===== src/rtl/fetch_queue_pkg.sv =====
// pipeline_pkg: definitions shared by the fetch stage and later pipeline stages.
//   XLEN / INSTR_WIDTH    - address and instruction word widths
//   RESET_VECTOR_DEFAULT  - default pc after reset
//   redirect_cause_t      - redirect cause encoding (writeback uses the same values)
//   fetch_entry_t         - one buffered fetch result {pc, instr}
//   redirect_cause()      - resolves simultaneous redirects, trap > mret > branch
package pipeline_pkg;

  localparam int XLEN        = 32;
  localparam int INSTR_WIDTH = 32;

  localparam logic [XLEN-1:0] RESET_VECTOR_DEFAULT = 32'h0000_0000;

  typedef enum logic [1:0] {
    CAUSE_NONE   = 2'd0,
    CAUSE_BRANCH = 2'd1,
    CAUSE_MRET   = 2'd2,
    CAUSE_TRAP   = 2'd3
  } redirect_cause_t;

  typedef struct packed {
    logic [XLEN-1:0]        pc;
    logic [INSTR_WIDTH-1:0] instr;
  } fetch_entry_t;

  function automatic redirect_cause_t redirect_cause(input logic trap,
                                                    input logic mret,
                                                    input logic branch);
    redirect_cause_t cause;
    if (trap)        cause = CAUSE_TRAP;
    else if (mret)   cause = CAUSE_MRET;
    else if (branch) cause = CAUSE_BRANCH;
    else             cause = CAUSE_NONE;
    return cause;
  endfunction

endpackage


===== src/rtl/fetch_queue_if.sv =====
// fetch_bus_if: pipelined instruction read bus (request/grant/response).
//   fetch_req      master->slave  request valid
//   fetch_address  master->slave  request word address
//   fetch_gnt      slave->master  request accepted this cycle
//   fetch_rvalid   slave->master  response valid, responses return in request order
//   fetch_data     slave->master  response word
interface fetch_bus_if;
  import pipeline_pkg::*;

  logic                   fetch_req;
  logic [XLEN-1:0]        fetch_address;
  logic                   fetch_gnt;
  logic                   fetch_rvalid;
  logic [INSTR_WIDTH-1:0] fetch_data;

  modport master (
    output fetch_req,
    output fetch_address,
    input  fetch_gnt,
    input  fetch_rvalid,
    input  fetch_data
  );

  modport slave (
    input  fetch_req,
    input  fetch_address,
    output fetch_gnt,
    output fetch_rvalid,
    output fetch_data
  );

endinterface


===== src/rtl/fetch_queue_sync_fifo.sv =====
// sync_fifo: single-clock in-order FIFO with synchronous flush.
//   clk, reset (async, active-low)
//   flush      - empties the FIFO, overrides push/pop
//   push/push_data - write one entry (ignored when full and not popping)
//   pop        - remove head entry (ignored when empty)
//   head       - current head entry (valid when count != 0)
//   count      - number of stored entries, 0..DEPTH
module sync_fifo #(
  parameter int WIDTH = 64,
  parameter int DEPTH = 4
) (
  input  logic                       clk,
  input  logic                       reset,
  input  logic                       flush,
  input  logic                       push,
  input  logic [WIDTH-1:0]           push_data,
  input  logic                       pop,
  output logic [WIDTH-1:0]           head,
  output logic [$clog2(DEPTH+1)-1:0] count
);

  localparam int AW = $clog2(DEPTH);
  localparam int CW = $clog2(DEPTH + 1);

  logic [WIDTH-1:0] mem [DEPTH];
  logic [AW-1:0]    rd_ptr_reg;
  logic [AW-1:0]    wr_ptr_reg;
  logic [CW-1:0]    count_reg;
  logic             full;
  logic             empty;
  logic             do_push;
  logic             do_pop;

  assign full    = (count_reg == CW'(DEPTH));
  assign empty   = (count_reg == '0);
  assign do_pop  = pop && !empty && !flush;
  // A push into a full FIFO is only legal when the head leaves in the same cycle.
  assign do_push = push && !flush && (!full || do_pop);

  // DEPTH is a power of two, so the pointers wrap on their own.
  always_ff @(posedge clk or negedge reset) begin
    if (!reset) begin
      rd_ptr_reg <= '0;
      wr_ptr_reg <= '0;
      count_reg  <= '0;
    end else if (flush) begin
      rd_ptr_reg <= '0;
      wr_ptr_reg <= '0;
      count_reg  <= '0;
    end else begin
      if (do_push) wr_ptr_reg <= wr_ptr_reg + AW'(1);
      if (do_pop)  rd_ptr_reg <= rd_ptr_reg + AW'(1);
      case ({do_push, do_pop})
        2'b10:   count_reg <= count_reg + CW'(1);
        2'b01:   count_reg <= count_reg - CW'(1);
        default: count_reg <= count_reg;
      endcase
    end
  end

  // Storage carries no reset; count alone decides which entries are live.
  always_ff @(posedge clk) begin
    if (do_push) mem[wr_ptr_reg] <= push_data;
  end

  assign head  = mem[rd_ptr_reg];
  assign count = count_reg;

endmodule


===== src/rtl/fetch_queue.sv =====
// fetch_queue: pipelined instruction fetch stage with an in-order result queue.
//   clk, reset (async, active-low)
//   trap/mret/branch + *_vector - redirect requests and targets (trap > mret > branch)
//   stall       - hold the decode output registers and the queue head
//   invalidate  - clear the decode slot instead of popping
//   bus         - fetch_bus_if master: request/grant/in-order response
//   pc_out, next_pc_out, instruction_out, valid_out - decode-facing registers
// Up to DEPTH requests are outstanding; credit counts queued plus in-flight
// words so a returning response always has a queue slot.
module fetch_queue
  import pipeline_pkg::*;
#(
  parameter int              DEPTH        = 4,
  parameter logic [XLEN-1:0] RESET_VECTOR = RESET_VECTOR_DEFAULT
) (
  input  logic                   clk,
  input  logic                   reset,
  input  logic                   branch,
  input  logic                   trap,
  input  logic                   mret,
  input  logic [XLEN-1:0]        branch_vector,
  input  logic [XLEN-1:0]        trap_vector,
  input  logic [XLEN-1:0]        mret_vector,
  input  logic                   stall,
  input  logic                   invalidate,
  fetch_bus_if.master            bus,
  output logic [XLEN-1:0]        pc_out,
  output logic [XLEN-1:0]        next_pc_out,
  output logic [INSTR_WIDTH-1:0] instruction_out,
  output logic                   valid_out
);

  localparam int            CW           = $clog2(DEPTH + 1);
  localparam logic [CW:0]   CREDIT_LIMIT = (CW + 1)'(DEPTH);
  localparam logic [XLEN-1:0] WORD_BYTES = XLEN'(4);

  logic [XLEN-1:0] pc_reg, pc_next;
  logic [XLEN-1:0] resp_pc_reg, resp_pc_next;
  logic [CW-1:0]   inflight_reg, inflight_next;
  logic [CW-1:0]   drop_reg, drop_next;
  logic [CW-1:0]   count;
  logic [CW:0]     occupancy;

  redirect_cause_t cause;
  logic            redirect;
  logic [XLEN-1:0] redirect_target;

  logic            fetch_req;
  logic            issue;
  logic            answered;
  logic            keep;
  logic            pop;
  logic            queue_empty;

  fetch_entry_t    push_entry;
  fetch_entry_t    head_entry;
  logic [$bits(fetch_entry_t)-1:0] head_bits;

  // ---------------- redirect selection ----------------
  assign cause    = redirect_cause(trap, mret, branch);
  assign redirect = (cause != CAUSE_NONE);

  always_comb begin
    redirect_target = branch_vector;
    case (cause)
      CAUSE_TRAP:   redirect_target = trap_vector;
      CAUSE_MRET:   redirect_target = mret_vector;
      CAUSE_BRANCH: redirect_target = branch_vector;
      default:      redirect_target = branch_vector;
    endcase
  end

  // ---------------- request credit ----------------
  // Built only from registered state so the request never sees redirect inputs.
  assign occupancy         = {1'b0, count} + {1'b0, inflight_reg};
  assign fetch_req         = (occupancy < CREDIT_LIMIT);
  assign issue             = fetch_req && bus.fetch_gnt;
  assign bus.fetch_req     = fetch_req;
  assign bus.fetch_address = pc_reg;

  // ---------------- response accounting ----------------
  // A response with nothing outstanding (only possible right after reset)
  // must not wrap the counter.
  assign answered = bus.fetch_rvalid && (inflight_reg != '0);

  always_comb begin
    case ({issue, answered})
      2'b10:   inflight_next = inflight_reg + CW'(1);
      2'b01:   inflight_next = inflight_reg - CW'(1);
      default: inflight_next = inflight_reg;
    endcase
  end

  // On a redirect everything still outstanding (including a request granted
  // in the same cycle) is stale; otherwise each response eats one drop credit.
  always_comb begin
    drop_next = drop_reg;
    if (redirect) begin
      drop_next = inflight_next;
    end else if (bus.fetch_rvalid && (drop_reg != '0)) begin
      drop_next = drop_reg - CW'(1);
    end
  end

  assign keep = bus.fetch_rvalid && (drop_reg == '0) && !redirect;

  // ---------------- address tracking ----------------
  always_comb begin
    pc_next      = pc_reg;
    resp_pc_next = resp_pc_reg;
    if (redirect) begin
      pc_next      = redirect_target;
      resp_pc_next = redirect_target;
    end else begin
      if (issue) pc_next      = pc_reg + WORD_BYTES;
      if (keep)  resp_pc_next = resp_pc_reg + WORD_BYTES;
    end
  end

  always_ff @(posedge clk or negedge reset) begin
    if (!reset) begin
      pc_reg       <= RESET_VECTOR;
      resp_pc_reg  <= RESET_VECTOR;
      inflight_reg <= '0;
      drop_reg     <= '0;
    end else begin
      pc_reg       <= pc_next;
      resp_pc_reg  <= resp_pc_next;
      inflight_reg <= inflight_next;
      drop_reg     <= drop_next;
    end
  end

  // ---------------- instruction queue ----------------
  assign push_entry.pc    = resp_pc_reg;
  assign push_entry.instr = bus.fetch_data;

  sync_fifo #(
    .WIDTH ($bits(fetch_entry_t)),
    .DEPTH (DEPTH)
  ) u_fifo (
    .clk       (clk),
    .reset     (reset),
    .flush     (redirect),
    .push      (keep),
    .push_data (push_entry),
    .pop       (pop),
    .head      (head_bits),
    .count     (count)
  );

  assign head_entry  = head_bits;
  assign queue_empty = (count == '0);
  assign pop         = !stall && !invalidate && !redirect && !queue_empty;

  // ---------------- decode output registers ----------------
  // Only valid_out is cleared when nothing is popped; the rest hold.
  always_ff @(posedge clk or negedge reset) begin
    if (!reset) begin
      pc_out          <= '0;
      next_pc_out     <= '0;
      instruction_out <= '0;
      valid_out       <= 1'b0;
    end else if (!stall) begin
      if (pop) begin
        pc_out          <= head_entry.pc;
        next_pc_out     <= head_entry.pc + WORD_BYTES;
        instruction_out <= head_entry.instr;
        valid_out       <= 1'b1;
      end else begin
        valid_out       <= 1'b0;
      end
    end
  end

endmodule


===== src/flat_wrapper.sv =====
// flat-port wrapper written by rule: the top's interface ports become plain ports
module fetch_queue_flat import pipeline_pkg::*;
#(
  parameter int              DEPTH        = 4,
  parameter logic [XLEN-1:0] RESET_VECTOR = RESET_VECTOR_DEFAULT
)
  (clk, reset, branch, trap, mret, branch_vector, trap_vector, mret_vector, stall, invalidate, pc_out, next_pc_out, instruction_out, valid_out, bus_fetch_req, bus_fetch_address, bus_fetch_gnt, bus_fetch_rvalid, bus_fetch_data);
  fetch_bus_if bus_i ();
  input  logic clk;
  input  logic reset;
  input  logic branch;
  input  logic trap;
  input  logic mret;
  input  logic [XLEN-1:0] branch_vector;
  input  logic [XLEN-1:0] trap_vector;
  input  logic [XLEN-1:0] mret_vector;
  input  logic stall;
  input  logic invalidate;
  output logic [XLEN-1:0] pc_out;
  output logic [XLEN-1:0] next_pc_out;
  output logic [INSTR_WIDTH-1:0] instruction_out;
  output logic valid_out;
  output wire logic [$bits(bus_i.fetch_req)-1:0] bus_fetch_req;
  output wire logic [$bits(bus_i.fetch_address)-1:0] bus_fetch_address;
  input wire logic [$bits(bus_i.fetch_gnt)-1:0] bus_fetch_gnt;
  input wire logic [$bits(bus_i.fetch_rvalid)-1:0] bus_fetch_rvalid;
  input wire logic [$bits(bus_i.fetch_data)-1:0] bus_fetch_data;
  assign bus_fetch_req = bus_i.fetch_req;
  assign bus_fetch_address = bus_i.fetch_address;
  assign bus_i.fetch_gnt = bus_fetch_gnt;
  assign bus_i.fetch_rvalid = bus_fetch_rvalid;
  assign bus_i.fetch_data = bus_fetch_data;
  fetch_queue #(.DEPTH(DEPTH), .RESET_VECTOR(RESET_VECTOR)) u_core (.clk(clk), .reset(reset), .branch(branch), .trap(trap), .mret(mret), .branch_vector(branch_vector), .trap_vector(trap_vector), .mret_vector(mret_vector), .stall(stall), .invalidate(invalidate), .bus(bus_i), .pc_out(pc_out), .next_pc_out(next_pc_out), .instruction_out(instruction_out), .valid_out(valid_out));
endmodule

===== config.mk =====
export PLATFORM = sky130hd
export DESIGN_NAME = fetch_queue_flat
export DESIGN_NICKNAME = d
export VERILOG_FILES = /design/src/rtl/fetch_queue_pkg.sv /design/src/rtl/fetch_queue_if.sv /design/src/rtl/fetch_queue_sync_fifo.sv /design/src/rtl/fetch_queue.sv /design/src/flat_wrapper.sv
export SDC_FILE = /design/constraint.sdc
export NUM_CORES = 1
export LEC_CHECK = 0
export CAP_MARGIN = 20
export CELL_PAD_IN_SITES_DETAIL_PLACEMENT = 1
export CELL_PAD_IN_SITES_GLOBAL_PLACEMENT = 1
export CORE_ASPECT_RATIO = 1.5
export CORE_MARGIN = 10
export CORE_UTILIZATION = 44
export DETAILED_ROUTE_END_ITERATION = 10
export PLACE_DENSITY = 0.85
export SLEW_MARGIN = 20
export SYNTH_ARGS = -nofsm -noshare
export SYNTH_HDL_FRONTEND = slang
export SYNTH_SLANG_ARGS = --single-unit
export TNS_END_PERCENT = 50

===== constraint.sdc =====
create_clock -name clk -period 4.2 [get_ports clk]
set_input_delay 0.42 -clock clk [delete_from_list [all_inputs] [get_ports clk]]
set_output_delay 0.42 -clock clk [all_outputs]
set_load 0.01 [all_outputs]

# After elaboration in Yosys (flattened, before gate mapping)
# Memories as Yosys holds them, arrays and structs flattened.
# Cells that the tools add are included.
# word_totals
regBits	174
latchBits	0
ram_bits	256
mem_bits_ro	0
in_bits	137
wordCells	82
memories	1
# memory_table
memory	words	width	read_ports	rd_clocked_by_memory_dff	write_ports	line_no	rtl
u_core.u_fifo.mem	4	64	1	0	1	fetch_queue_sync_fifo.sv:25	logic [WIDTH-1:0] mem [DEPTH];
# op_classes
n_addsub	11
mul	0
n_div	0
n_lt_le_gt_ge	1
eq_ne	7
shift	0
n_mux	20
n_bitwise	1
reduce_logical	30
# ops
op	n
2-to-1 mux 32 bit	4
adder 32 x 3 -> 32 bit, second input constant	3
case mux 32 bit (2 select lines)	1
logical AND 1 bit	12
2-to-1 mux 2 bit	6
case mux 3 bit (2 select lines)	2
nonzero test 2 bit	6
2-to-1 mux 3 bit	3
nonzero test 3 bit	3
subtractor 3 x 1 -> 3 bit, second input constant	3
== test 2 bit, second input constant	4
adder 3 x 1 -> 3 bit, second input constant	2
zero test 3 bit	2
zero test 1 bit	5
adder 2 x 1 -> 2 bit, second input constant	2
adder 3 x 3 -> 4 bit	1
== test 2 x 1 -> 1 bit, second input constant	2
< comparator 4 x 3 -> 1 bit, second input constant	1
2-to-1 mux 1 bit	4
== test 3 bit, second input constant	1
AND reduction 2 bit	1
logical OR 1 bit	1
inverter 1 bit	1

# Depth between registers and ports, before layout
# Gate-level depths: netlist (run 1).
# logic_depth
ltp_word	14
ltp_mapped	13

# Modules after synthesis
# A second synthesis (run 1) with hierarchy kept.
# unflattened
hier_cells	1376
area_unflattened_um2	18382.6
# by_module_without_submodules
mod	n_inst	cells_each	area_each_um2
sync_fifo	1	380	9686.8
fetch_queue	1	996	8695.8

# Worst setup path before layout (run 1)
# OpenSTA, ideal clock, no wires.
# synth_path
kind	input to register
startpoint	input port trap
endpoint	memory u_core.u_fifo.mem[0][0] (enable)
t_arrival_ns	2.877
required_time_ns	3.771
setup_slack_ns	0.894
cell_stages	4
path_buffers	1
path_cell_list	clkbuf_1 nor3_1 o211a_1 and2_1
# synth_via
elab_chain_len	11
# synth_lines
item	line_no	rtl
start, declared	flat_wrapper.sv:12	input logic trap;
2-to-1 mux 2 bit *	fetch_queue_pkg.sv:30	if (trap) cause = CAUSE_TRAP;
nonzero test 2 bit *	fetch_queue.sv:61	assign redirect = (cause != CAUSE_NONE);
zero test 1 bit *	n/a	
logical AND 1 bit (2 in series)	fetch_queue.sv:154	assign pop = !stall && !invalidate && !redirect && !queue_empty;
logical AND 1 bit (2 in series)	fetch_queue_sync_fifo.sv:36	assign do_pop = pop && !empty && !flush;
logical OR 1 bit	fetch_queue_sync_fifo.sv:38	assign do_push = push && !flush && (!full || do_pop);
logical AND 1 bit *	fetch_queue_sync_fifo.sv:38	
2-to-1 mux 1 bit *	fetch_queue_sync_fifo.sv:63	if (do_push) mem[wr_ptr_reg] <= push_data;
2-to-1 mux 1 bit (implied by the code) *	fetch_queue_sync_fifo.sv:63	
end, declared	fetch_queue_sync_fifo.sv:25	
# Every way passes the cells marked *; elsewhere a longest branch is shown, timed or not.

# Worst setup path after layout (run 1)
# layout_path
startpoint	register u_core.u_fifo.rd_ptr_reg[0]
endpoint	register u_core.next_pc_out[17]
# layout_via
elab_chain_len	2
# layout_lines
item	line_no	rtl
start, declared	fetch_queue_sync_fifo.sv:26	logic [AW-1:0] rd_ptr_reg;
start signal, assigned	fetch_queue_sync_fifo.sv:52	if (do_pop) rd_ptr_reg <= rd_ptr_reg + AW'(1);
memory read (4 x 64 bit)	n/a	
adder 32 x 3 -> 32 bit	fetch_queue.sv:167	next_pc_out <= head_entry.pc + WORD_BYTES;
end signal, assigned	fetch_queue.sv:167	
end, declared	fetch_queue.sv:28	output logic [XLEN-1:0] next_pc_out,
# No other way between the ends.
# A chain may end at the register's enable or synchronous reset.

==> results of run 1 <==
[worst max-delay path, stage by stage (launching register included)]
cell and delay (ps):
dfrtp_4 870, mux4_1 520, and4_1 530, nand4_2 320
nor2_1 250, xnor2_1 190, o21ai_0 120
[power by group]
| part | internal [mW] | switching (mW) | leakage, nW | total [mW] |
|---|---|---|---|---|
| Combinational | 0.444 | 0.459 | 3.31 | 0.903 |
| Sequential | 4.63 | 0.184 | 4.59 | 4.82 |
| Clock | 2.08 | 1.55 | 0.631 | 3.63 |
| Total | 7.16 | 2.20 | 8.53 | 9.35 |
[layer usage]
| layer | track usage [%] | up-vias | wire length, um |
|---|---|---|---|
| li1 | - | 5549 | - |
| met1 | 23.4 | 6365 | 19900 |
| met2 | 37.6 | 436 | 28200 |
| met3 | 4.15 | 87 | 3030 |
| met4 | 7.49 | 0 | 1550 |
| met5 | 0 | - | 0 |
[layout by cell type, fill, tap and decap left out, types with 4 or more instances in the layout]
cell type / synthesis / routed
and3_1: 14 / 14
nand3_1: 41 / 41
a31oi_1: 16 / 16
nor3_1: 11 / 10
mux4_2: 53 / 53
o21a_1: 5 / 5
nor2_1: 56 / 56
and2_1: 9 / 5
o21ai_1: 8 / 8
o22a_1: 17 / 17
mux4_1: 11 / 11
a221o_1: 13 / 13
clkdlybuf4s50_1: 0 / 264
buf_4: 4 / 18
a22oi_1: 15 / 15
ha_1: 12 / 12
a21oi_1: 44 / 44
a2bb2oi_1: 10 / 10
a21o_1: 7 / 7
clkbuf_1: 42 / 13
nand4_1: 11 / 11
inv_1: 16 / 16
nand2_1: 292 / 292
xor2_1: 23 / 23
clkinv_2: 0 / 6
o21ai_0: 83 / 83
clkbuf_8: 0 / 6
edfxtp_1: 256 / 256
buf_12: 1 / 5
a21boi_0: 7 / 7
dfrtp_1: 172 / 170
and2_4: 1 / 5
and4_1: 10 / 10
xnor2_1: 36 / 36
o22ai_1: 4 / 4
clkbuf_16: 0 / 41
[area by class of cell]
cell class              instances  area [um2]  share of cell area [%]
flip-flops and latches        428       12000                    52.7
multi-input cells             847        5880                    25.8
repair buffers                290        2910                    12.8
inverters                      16        60.1                   0.264
diodes                          1        2.50                  0.0110
well taps                     511         639                    2.81
clock inverters                14         148                   0.648
clock buffers                  59        1140                    5.02
[final timing paths]
check / start / endpoint / depth (start not counted)
max: u_core.u_fifo.rd_ptr_reg[0] / u_core.next_pc_out[17] / 6
min: trap / u_core.resp_pc_reg[5] / 4
max reg2reg: u_core.u_fifo.rd_ptr_reg[0] / u_core.next_pc_out[17] / 6
min reg2reg: u_core.instruction_out[19] / u_core.instruction_out[19] / 2
max in group asynchronous: reset / u_core.next_pc_out[2] / 3
min in group asynchronous: reset / u_core.instruction_out[2] / 2
[cells by family (layout without fill, tap and decap cells)]
logic type	Yosys count	after routing
and+or+nand+nor	469	469
AOI/OAI and AO/OA	239	239
xor gates and xnor gates	59	59
buffers and inverters	85	379
adders and majority gates	14	14
DFF	428	428
other	0	1
muxes	66	66
[through the flow]
stage                     cells  utilization [%]  area (um2)  worst slack (ps)
after global placement     2091             52.4       21500              1160
final                      2166             55.6       22800              1210
after floorplan            1360                -       18200               894
after CTS                  2165             55.6       22800              1180
after global routing       2166             55.6       22800              1000
after detailed placement   2091             52.4       21500              1100
==> key figures, run 1 <==
Logic synthesis
  – Share of the synthesized area in the top cell type: 42.2%
  – Synth async-reset ratio: between 40% and 50%
  – Syn Inst Count: 1360
  – Synth area leader: edfxtp_1
  – Post-synthesis sequential area ratio: 65.8%
  – Main combinational cell family by area after synthesis: simple AND/OR/NAND/NOR gates
  – Post-synth EDFFs: 256
  – Top cells by area, synth: edfxtp_1 (42%), dfrtp_1 (24%), mux4_2 (6.6%), nand2_1 (6.0%), o21ai_0 (2.3%)
  – Synth Area in Compound Gates: 8.29%
  – Yosys cell types: 64
  – Syn_area_per_cell: 13.4 um2
  – Simple-gate area share of the yosys netlist: between 10% and 20%
  – Post-synthesis mux area share: 8.25%
  – Top-count cell post-synth: nand2_1
  – Adder-Cell Fraction of Synth Area: under 10%
  – XOR/XNOR share of the synthesized area: 2.84%
  – Top cells by count, synth: nand2_1 (292), edfxtp_1 (256), dfrtp_1 (172)
  – Syn nets: 1511
  – Synth Register Bits: 428
  – YS warnings: 0
  – Syn Std Cell Area: 18200 um2
  – Most used DFF post-synth: edfxtp_1

Critical path
  – Critical path type: reg2reg
  – Critical Path Sink Type: flop
  – Flop2flop setup slack: 1210 ps
  – Worst EP required: 4600 ps
  – Largest fanout on the critical path: 37
  – CP arrival: 3390 ps
  – Worst Setup Start Kind: flop

Place
  – HPWL Detailed: 36800 um
  – Placer Congestion: slightly above 0.8
  – PortBufs: 266

Drt
  – Via/cell ratio: 5.74
  – Routed WL: 52700 um
  – Vias: 12400
  – Final ANT Viol Nets: 0
  – Drt first pass iters: 5
  – Detail-routed net length per standard cell: about 24 um
  – DRT iter0 DRCs: 905
  – DRC Markers: 0

STA
  – Clk_skew: 23.9 ps
  – Worst slew pin tran: 939 ps
  – Fin crit share: 71.3%
  – Final min period: 2990 ps
  – Endpoints failing hold: 0
  – Final max-slew violation count: 0
  – Unrepaired setup endpoints after global routing: false
  – Max-Slew Margin vs Limit: 37.2%
  – Endpoints failing setup: 0
  – Fmax: approximately 330 MHz
  – Setup TNS: 0 ps
  – Hold WS: 463 ps

Global route
  – Vias in the first global route: 13900
  – Initial antenna violation count: 1
  – Largest net degree at the start of global routing: 106
  – Remaining Overflow, GRT: 0
  – GRT Overall Usage: 20.8%
  – First-pass GRT wire length: slightly above 80000 um

Finish
  – Synth-to-layout area growth: 25.0%
  – Final nets: 1775
  – Layout cell share with drive strength beyond 1: 9.85%
  – Max FFs per register: 256
  – Filler Cell Count: 4078
  – Biggest register: u_core.u_fifo.mem

Clock tree
  – Clk buf depth: 3
  – CTS H-tree depth: 2
  – Clock Sinks: 428
  – Post-CTS Setup Inserts: 0
  – Total CTS buffers: 41
  – CTS tree: done
  – Clock root buffer: clkbuf_16
  – CTS Hold Bufs: 1
  – Later-pin clock latency in the skew report: 540 ps
  – Post-CTS sizing: 0
  – Clk slew on worst S/H paths: approximately 60 ps

Die
  – Die X: 186 um
  – Initial Utilization: between 40% and 50%
  – I/O pins: 267
  – Core Area: just over 40000 um2
  – DIE AREA: 50100 um2
  – Overall die height: about 270 um
  – Row cnt: 91

Min path
  – HP Class: in2reg

Flow run
  – # Max-Cap Violations: 0

Pwr
  – Static Leakage: 8.53 nW
  – Maximum vdd drop: between 0.2 and 0.25 mV
  – Total Power: 9.35 mW
  – PwrDens: 411 nW/um2

Run status
  – Outcome: completed
(Power assumes the default switching activity.)
==> inputs of run 2 (changes only) <==
==> constraint.sdc (replaced) <==
create_clock -name clk -period 2.9 [get_ports clk]
set_input_delay 0.29 -clock clk [delete_from_list [all_inputs] [get_ports clk]]
set_output_delay 0.29 -clock clk [all_outputs]
set_load 0.01 [all_outputs]
==> run 2 against run 1 <==
Net effect:
- combinational power increased by 46%
- critical endpoint is now u_core.next_pc_out[25]
- final area rose by 0.74%
- first-iteration DRC count decreased by 24%
- flip-flop and latch count stayed put
- critical path depth is 1 higher
- hold slack worse by 140 ps
- largest cell class unchanged
- total power grew 44%
- register-to-register slack worse by 920 ps
- utilization up 0.41 points
- routed wire length fell by 3.3%
- critical path type unchanged
- via count is 0.94% lower
==> key figures, run 2 (synthesis gave the netlist of run 1 again) <==
Pwr
  – Total Power: 13.4 mW
  – PwrDens: 586 nW/um2
  – Maximum vdd drop: about 0.37 mV
  – Static Leakage: 8.62 nW

Critical path
  – R2R depth: 7
  – Largest fanout on the critical path: 21
  – CP arrival: 3020 ps
  – Worst Setup Start Kind: flop
  – Critical path type: reg2reg
  – Flop2flop setup slack: 290 ps
  – Crit-path cells: buf_4, mux4_1, and3_2, nand3_4, nor3_1, xnor2_1, o21ai_0
  – Critical Path Sink Type: flop
  – Worst EP required: 3300 ps
  – CP max-delay cell: mux4_1
  – CP peak stage delay: about 710 ps
  – R2R Path End: u_core.next_pc_out[25]
  – RR Startpoint: u_core.u_fifo.rd_ptr_reg[0]

Clock tree
  – CTS H-tree depth: 2
  – Clk buf depth: 3
  – Clk slew on worst S/H paths: ~60 ps
  – Later-pin clock latency in the skew report: 550 ps
  – Clock Sinks: 428
  – CTS tree: done
  – Total CTS buffers: 40
  – Clock root buffer: clkbuf_16
  – Post-CTS Setup Inserts: 0

Run status
  – Outcome: completed

Global route
  – Remaining Overflow, GRT: 0
  – Vias in the first global route: 14000
  – Initial antenna violation count: 1
  – GRT Overall Usage: 20.6%
  – Largest net degree at the start of global routing: 102
  – First-pass GRT wire length: 80400 um

Drt
  – DRC Markers: 0
  – Vias: 12300
  – Via/cell ratio: 5.63
  – Drt first pass iters: 4
  – Final ANT Viol Nets: 0
  – Routed WL: 51000 um
  – Detail-routed net length per standard cell: between 20 and 25 um
  – DRT iter0 DRCs: 689

Place
  – PortBufs: 266
  – Place WS: about 260 ps
  – HPWL Detailed: 37200 um
  – Placer Congestion: 0.832

STA
  – Max-Slew Margin vs Limit: 34.2%
  – Fmax: roughly 380 MHz
  – Clk_skew: 24.5 ps
  – Endpoints failing hold: 0
  – Worst slew pin tran: 976 ps
  – Final worst slack: 285 ps
  – Setup TNS: 0 ps
  – Final max-slew violation count: 0
  – Endpoints failing setup: 0
  – Final min period: 2610 ps
  – Fin crit share: between 90% and 100%
  – Unrepaired setup endpoints after global routing: false

Die
  – Initial Utilization: 44.4%
  – Overall die height: 269 um
  – Row cnt: 91
  – Die X: about 190 um
  – Core Area: 41000 um2
  – I/O pins: 267
  – DIE AREA: between 50000 and 60000 um2

Finish
  – Reg area: 12000 um2
  – Commonest cells after routing, fill and taps aside: nand2_1 (292), clkdlybuf4s50_1 (264), edfxtp_1 (256), dfrtp_1 (170), o21ai_0 (83)
  – Synth-to-layout area growth: 26.0%
  – Filler Cell Count: 4081
  – Area of the multi-input gates: 5880 um2
  – Max FFs per register: 256
  – Final nets: 1793
  – Commonest non-fill, non-tap cell in the layout: nand2_1
  – Biggest register: u_core.u_fifo.mem
  – Layout cell share with drive strength beyond 1: 10.8%

Flow run
  – # Max-Cap Violations: 0

Min path
  – HP Class: in2async
[run 2: changes by cell type in the layout (fill, tap and decap cells not counted), sizes merged]
cell	change
clkinv	-1
inv	+2
clkbuf	-1
bufinv	-1
diode	+1
clkinvlp	+2
buf	+19
[run 2: how the worst max path moves through the flow]
stage | startpoint | endpoint | slack [ps] | cells after the start
finish | u_core.u_fifo.rd_ptr_reg[0] | u_core.next_pc_out[25] | 290 | 7
global route | u_core.u_fifo.rd_ptr_reg[0] | u_core.next_pc_out[25] | 120 | 7
CTS | u_core.u_fifo.rd_ptr_reg[0] | u_core.next_pc_out[25] | 240 | 7
detailed placement | u_core.u_fifo.rd_ptr_reg[0] | u_core.next_pc_out[25] | 260 | 7
global placement | mret | u_core.u_fifo.mem[0][31] | 380 | 6
floorplan | trap | u_core.u_fifo.mem[2][0] | -280 | 4
[run 2: layer usage]
| layer | GRT usage, % | routed length (um) | vias up |
|---|---|---|---|
| met4 | 6.94 | 1390 | 0 |
| li1 | - | - | 5585 |
| met3 | 3.85 | 2890 | 75 |
| met5 | 0 | 0 | - |
| met2 | 37.6 | 27600 | 388 |
| met1 | 23.2 | 19100 | 6272 |
[run 2: stage by stage]
step / hold slack [ps] / cells / area, um2 / utilization [%]
3_5_place_dp: 332 / 2110 / 21700 / 52.8
6_report: 320 / 2187 / 22900 / 56.0
5_1_grt: 359 / 2187 / 22900 / 56.0
2_1_floorplan: -5.59 / 1360 / 18200 / -
4_1_cts: 315 / 2185 / 22900 / 56.0
3_3_place_gp: 334 / 2110 / 21700 / 52.8
[run 2: critical path: cells and delay by family, from the launching register on]
kind                   cells  cell delay, ps
XOR/XNOR                   1             140
multiplexers               1             710
flip-flops                 1             660
AO/OA/AOI/OAI              1             100
buffers and inverters      1             370
AND/OR/NAND/NOR            3             500
[run 2: timing repair]
item,CTS,global route
gates resized for setup,0,0
setup endpoints to repair,0,0
hold buffers,1,0
endpoints found under the hold margin,57,0
[run 2: layout make-up]
class / instances / area share (%)
multi-input cells: 847 / 25.6
clock buffers: 58 / 4.97
clock inverters: 16 / 0.600
diodes: 2 / 0.0218
inverters: 16 / 0.262
repair buffers: 309 / 13.5
flip-flops and latches: 428 / 52.3
well taps: 511 / 2.79
[run 2: where the power goes]
part	total, mW	internal [mW]	switching, mW
combinational	1.32	0.652	0.665
sequential	6.98	6.71	0.264
clock	5.15	2.92	2.23
